==> src/rtl/branch_pkg.sv <==
// Shared types for the branch predictor: 2-bit counter encoding and allocation values.
package branch_pkg;

    typedef enum logic [1:0] {
        SNT = 2'b00,
        WNT = 2'b01,
        WT  = 2'b10,
        ST  = 2'b11
    } ctr_t;

    localparam ctr_t CTR_RESET    = WNT;
    localparam ctr_t CTR_ALLOC_T  = WT;
    localparam ctr_t CTR_ALLOC_NT = WNT;

endpackage

==> src/rtl/sat_counter2.sv <==
// Next-state of a 2-bit saturating direction counter (SNT <-> WNT <-> WT <-> ST).
module sat_counter2
    import branch_pkg::*;
(
    input  logic [1:0] ctr,
    input  logic       taken,
    output logic [1:0] ctr_nxt
);

    always_comb begin
        ctr_nxt = ctr;
        if (taken) begin
            if (ctr != ST) ctr_nxt = ctr + 2'd1;
        end else begin
            if (ctr != SNT) ctr_nxt = ctr - 2'd1;
        end
    end

endmodule

==> src/rtl/branch_predict_unit.sv <==
// Direct-mapped BHT/BTB lookup at fetch, branch/jump resolution and training at execute.
module branch_predict_unit
    import branch_pkg::*;
#(
    parameter int PC_W   = 9,
    parameter int IDX_W  = 4,
    parameter int PERF_W = 32
) (
    input  logic              clk,
    input  logic              reset,
    input  logic [PC_W-1:0]   if_pc,
    output logic              if_pred_taken,
    output logic [31:0]       if_pred_target,
    input  logic              ex_valid,
    input  logic [PC_W-1:0]   ex_pc,
    input  logic [31:0]       ex_imm,
    input  logic [31:0]       ex_alu_result,
    input  logic              ex_branch,
    input  logic              ex_jal,
    input  logic              ex_jalr,
    input  logic              ex_pred_taken,
    input  logic [31:0]       ex_pred_target,
    output logic [31:0]       ex_pc_four,
    output logic              mispredict,
    output logic [31:0]       redirect_pc,
    output logic [PERF_W-1:0] perf_branches,
    output logic [PERF_W-1:0] perf_mispredicts
);

    localparam int DEPTH = 1 << IDX_W;
    localparam int TAG_W = PC_W - IDX_W - 2;

    typedef struct packed {
        logic             valid;
        logic [TAG_W-1:0] tag;
        ctr_t             ctr;
        logic [31:0]      target;
    } bp_entry_t;

    bp_entry_t entries_q [DEPTH];
    bp_entry_t entries_d [DEPTH];
    logic [PERF_W-1:0] perf_br_q, perf_br_d;
    logic [PERF_W-1:0] perf_mp_q, perf_mp_d;

    // Fetch-side lookup reads registered contents only, so a same-cycle update is not visible.
    logic [31:0]      if_pc32;
    logic [IDX_W-1:0] if_idx;
    logic [TAG_W-1:0] if_tag;
    bp_entry_t        if_ent;
    logic             if_hit;

    assign if_pc32        = {{(32-PC_W){1'b0}}, if_pc};
    assign if_idx         = if_pc[IDX_W+1:2];
    assign if_tag         = if_pc[PC_W-1:IDX_W+2];
    assign if_ent         = entries_q[if_idx];
    assign if_hit         = if_ent.valid && (if_ent.tag == if_tag);
    assign if_pred_taken  = if_hit && if_ent.ctr[1];
    assign if_pred_target = if_pred_taken ? if_ent.target : if_pc32 + 32'd4;

    logic [31:0]      ex_pc32;
    logic [IDX_W-1:0] ex_idx;
    logic [TAG_W-1:0] ex_tag;
    bp_entry_t        ex_ent;
    logic             cf;
    logic             taken;
    logic [31:0]      act_target;
    logic [31:0]      act_next;
    logic [1:0]       ctr_nxt;

    assign ex_pc32    = {{(32-PC_W){1'b0}}, ex_pc};
    assign ex_idx     = ex_pc[IDX_W+1:2];
    assign ex_tag     = ex_pc[PC_W-1:IDX_W+2];
    assign ex_ent     = entries_q[ex_idx];
    assign ex_pc_four = ex_pc32 + 32'd4;
    assign cf         = ex_valid && (ex_branch || ex_jal || ex_jalr);
    assign taken      = ex_jal || ex_jalr || (ex_branch && ex_alu_result[0]);
    assign act_target = ex_jalr ? {ex_alu_result[31:1], 1'b0} : ex_pc32 + ex_imm;
    assign act_next   = taken ? act_target : ex_pc_four;

    // Comparing the full next PC also catches a non-control-flow instruction that aliased
    // onto a taken entry; ex_pred_taken is implied by the target and carries no extra info.
    assign mispredict  = reset && ex_valid && (ex_pred_target != act_next);
    assign redirect_pc = mispredict ? act_next : 32'd0;

    sat_counter2 u_ctr (
        .ctr     (ex_ent.ctr),
        .taken   (taken),
        .ctr_nxt (ctr_nxt)
    );

    always_comb begin
        entries_d = entries_q;
        if (cf) begin
            if (ex_ent.valid && ex_ent.tag == ex_tag) begin
                entries_d[ex_idx].ctr = ctr_t'(ctr_nxt);
            end else begin
                entries_d[ex_idx].valid = 1'b1;
                entries_d[ex_idx].tag   = ex_tag;
                entries_d[ex_idx].ctr   = taken ? CTR_ALLOC_T : CTR_ALLOC_NT;
            end
            if (taken) entries_d[ex_idx].target = act_target;
        end else if (mispredict) begin
            entries_d[ex_idx].valid = 1'b0;
        end
    end

    always_comb begin
        perf_br_d = perf_br_q;
        perf_mp_d = perf_mp_q;
        if (cf && perf_br_q != {PERF_W{1'b1}}) perf_br_d = perf_br_q + 1'b1;
        if (mispredict && perf_mp_q != {PERF_W{1'b1}}) perf_mp_d = perf_mp_q + 1'b1;
    end

    always_ff @(posedge clk or negedge reset) begin
        if (!reset) begin
            for (int i = 0; i < DEPTH; i++) begin
                entries_q[i] <= '{valid: 1'b0, tag: '0, ctr: CTR_RESET, target: 32'd0};
            end
            perf_br_q <= '0;
            perf_mp_q <= '0;
        end else begin
            entries_q <= entries_d;
            perf_br_q <= perf_br_d;
            perf_mp_q <= perf_mp_d;
        end
    end

    assign perf_branches    = perf_br_q;
    assign perf_mispredicts = perf_mp_q;

endmodule

==> config.mk <==
export PLATFORM = sky130hd
export DESIGN_NAME = branch_predict_unit
export DESIGN_NICKNAME = d
export VERILOG_FILES = /design/src/rtl/branch_pkg.sv /design/src/rtl/sat_counter2.sv /design/src/rtl/branch_predict_unit.sv
export SDC_FILE = /design/constraint.sdc
export NUM_CORES = 2
export LEC_CHECK = 0
export BUFFER_PORTS_ARGS = -buffer_cell sky130_fd_sc_hd__buf_2
export CORE_MARGIN = 4
export CORE_UTILIZATION = 50
export CTS_CLUSTER_SIZE = 28
export DETAILED_ROUTE_END_ITERATION = 12
export HOLD_SLACK_MARGIN = 0.03
export PLACE_DENSITY = 0.71
export SKIP_LAST_GASP = 1
export SYNTH_ARGS = -nofsm -noshare
export SYNTH_HDL_FRONTEND = slang
export SYNTH_SLANG_ARGS = --single-unit
export TNS_END_PERCENT = 50
==> constraint.sdc <==
create_clock -name clk -period 4.2 [get_ports clk]
set_clock_uncertainty 0.2 [all_clocks]
set_input_delay 0.42 -clock clk [delete_from_list [all_inputs] [get_ports clk]]
set_output_delay 0.42 -clock clk [all_outputs]
set_load 0.01 [all_outputs]
==> flow_summary.json <==
{
  "synth.distinct_cells": 85,
  "synthArstFlopShare_pct": 100.0,
  "seq_area_frac_synth_pct": 50.28,
  "fp-row-count": 94,
  "grt_overflow": 0,
  "yosys-top-cells-area": "dfrtp_1, mux4_2, o21ai_0",
  "totalWireLength_mm": 98.65,
  "cts_made_buffers": 72,
  "max_cap_viol_count": 0,
  "hp-class": "in2reg",
  "synth_commonest_cells": "dfrtp_1, nand2_1, o21ai_0",
  "clock_tree.root_cell": "clkbuf_16",
  "synth_top_cell_area_share_pct": 49.02,
  "intPower_mw": 13.73,
  "drt-vias-per-instance": 6.009,
  "setup_tns_ps": -4959,
  "place.gp.congestion": 0.9640,
  "drt_iter0_markers": 2219,
  "yosysTopAreaCell": "dfrtp_1",
  "path_cells": "buf_8 > ha_4 > buf_4 > buf_4 > a211oi_2 > buf_4 > o21ai_2 > buf_4 > buf_4 > nand3_1 > a2111oi_1 > o31ai_4 > o22ai_1 > or3_4 > a221oi_4 > nand4_4 > nand2_4 > buf_12 > buf_12 > nor3_1 > buf_2",
  "p_leak_nw": 17.91,
  "clkTransAtPathRegs_ps": 60,
  "hpwl_mm": 64.55,
  "ios": 283,
  "setup_viol": 33,
  "start_util_pct": 50.66,
  "cts_tree": "built",
  "grtUsageMet2_pct": 46.50,
  "max_stage_delay_ps": 350,
  "grt_use_total_pct": 27.93,
  "area_growth_syn_to_layout_pct": 18.79,
  "wl_per_cell_um": 22.60,
  "status": "finished with violations",
  "mappedNetlistArea_um2": 33490,
  "grt_pass1_wl_mm": 154.7,
  "violations": "setup timing",
  "clockBufferDepth": 3,
  "vias": 26228,
  "cp_common_cell": "buf_4",
  "ir_drop_mv": 0.3166,
  "seqPwrFrac_pct": 45.7,
  "instances_no_fill": 4365,
  "drc": 0,
  "rsz0062_at_grt": "yes",
  "use_met3_pct": 4.499,
  "drive_above_1_share_pct": 27.43,
  "setup_ws_ps": -186.7,
  "worstSetupPathType": "in2out",
  "crit_fanout": 6,
  "maxSlewViolCount": 0,
  "min_period_ps": 4387,
  "switchingPower_mw": 5.525,
  "chipHeight_um": 266.8,
  "grt_pass1_vias": 26760,
  "tightest_slew_ps": 998.9,
  "antenna_found_initial": 3,
  "max_slew_margin_pct": 33.41,
  "p_per_area_nw_per_um2": 484.0,
  "port_buffers": 259,
  "cts.sinks": 672,
  "max_freq_mhz": 228.0,
  "worst-path-buf-inv": 9,
  "synth_cells": 3146,
  "coreArea_um2": 66100,
  "use_met1_pct": 37.63,
  "cp.required_ps": 3580,
  "grt_start_max_net_pins": 177,
  "detail-route-antenna-nets": 0,
  "synth_most_common_cell": "dfrtp_1",
  "swShare_pct": 28.69,
  "power_frac_comb_pct": 20.8,
  "synth_edf_count": 0,
  "die_area_um2": 71180,
  "min_period_over_period_pct": 104.4,
  "synth.avg_cell_area_um2": 10.64,
  "critPathCaptureType": "output port",
  "hold_viol_final": 0,
  "grt-busiest-layer": "met2",
  "start_kind": "input port",
  "dp_cells": 4216,
  "clkLatencyLatePin_ps": 610,
  "arrival_ps": 3770,
  "crit_slowest_cell": "or3_4",
  "p_clk_share_pct": 33.5,
  "dieWidth_um": 266.8,
  "yosys_warnings": 0,
  "ys_ff_latch": 672,
  "cp_top_family": "buffers and inverters",
  "final_net_count": 3583,
  "synth_flop_cell": "dfrtp_1",
  "htree_levels": 3,
  "dr.pass1.iters": 6
}
==> worst min-delay path, stage by stage <==
cell and delay [ps]:
buf_2 110, a22oi_1 150, o21ai_0 190
==> per-layer routing <==
| layer | wire, um | vias to the layer above |
|---|---|---|
| met4 | 3619 | 2 |
| met2 | 47970 | 1065 |
| li1 | - | 11761 |
| met5 | 13 | - |
| met1 | 40090 | 13181 |
| met3 | 6954 | 219 |
==> power by group through the flow <==
stage | combinational, mW | clock [mW] | sequential [mW]
final | 4.01 | 6.44 | 8.80
after global routing | 4.46 | 6.81 | 8.98
after CTS | 3.97 | 6.52 | 8.79
after detailed placement | 3.88 | 0 | 8.88
after global placement | 3.75 | 0 | 8.81
after floorplan | 2.65 | 0 | 8.64
==> final timing paths <==
kind / start / endpoint / slack, ps / depth (start not counted)
hold / removal: ex_alu_result[23] / entries_q[99]$_DFFE_PN0P_ / 110 / 3
min in group asynchronous: reset / entries_q[414]$_DFFE_PN0P_ / 130 / 2
max in group asynchronous: reset / entries_q[423]$_DFFE_PN0P_ / 2330 / 3
setup / recovery: ex_imm[0] / redirect_pc[31] / -190 / 21
hold reg to reg: entries_q[481]$_DFFE_PN0P_ / entries_q[481]$_DFFE_PN0P_ / 270 / 2
setup reg to reg: perf_branches[14]$_DFFE_PN0P_ / perf_branches[27]$_DFFE_PN0P_ / 680 / 10
==> cell families after synthesis <==
group	share of synthesized area [%]
compound gates	12.44
xor+xnor	2.974
fa+ha+maj	0.6950
buf+inv	4.084
flops	50.28
mux	16.33
other cells	0.01120
simple gates	13.19
==> registers in the layout (all words and copies together), names as in the netlist <==
register / flops
perf_branches: 32
perf_mispredicts: 32
entries_q: 608
==> stage by stage <==
step	total power, mW	hold WS, ps	util, %	setup slack, ps	area, um^2
floorplan	11.29	-75.59	-	2.454	33590
global placement	12.56	175.5	55.44	-557.2	36640
detailed placement	12.76	173.2	55.44	-644.1	36640
CTS	19.27	106.5	59.73	-263.4	39480
global route	20.25	118.0	60.18	-252.6	39780
finish	19.25	114.9	60.18	-186.7	39780
==> repair_timing <==
| action | CTS | global route |
|---|---|---|
| buffers inserted | 10 | 8 |
| pin swaps | 19 | 22 |
| endpoints found under the setup margin | 38 | 41 |
| cloned | 2 | 0 |
| endpoints found under the hold margin | 43 | 0 |
| gates resized for setup | 50 | 54 |
| hold buffers | 1 | 0 |
==> cells in the final DEF, fill, tap and decap left out, drive strengths merged, types with 6 or more instances in the layout <==
cell / instances
a211o: 6
a211oi: 14
a21oi: 65
a22o: 6
a31oi: 10
and2: 14
and3: 39
buf: 478
clkbuf: 107
clkinv: 10
conb: 22
dfrtp: 656
dfstp: 16
ha: 17
inv: 30
mux2: 56
mux2i: 22
mux4: 205
nand2: 628
nand2b: 8
nand3: 72
nand4: 34
nor2: 117
nor2b: 28
nor3: 48
nor4: 8
o211ai: 6
o21ai: 552
o22ai: 7
o32a: 10
xnor2: 84
xor2: 27
==> area by class of cell <==
cell class	instances	area [um^2]
fill	5364	26320
sequential	672	16840
multi-input combinational	2195	15950
timing repair buffer	479	3400
clock buffer	107	2156
tap	864	1081
clock inverter	23	260.3
inverter	24	92.59
antenna	1	2.502
No activity file was read; power rests on OpenSTA's default activity.
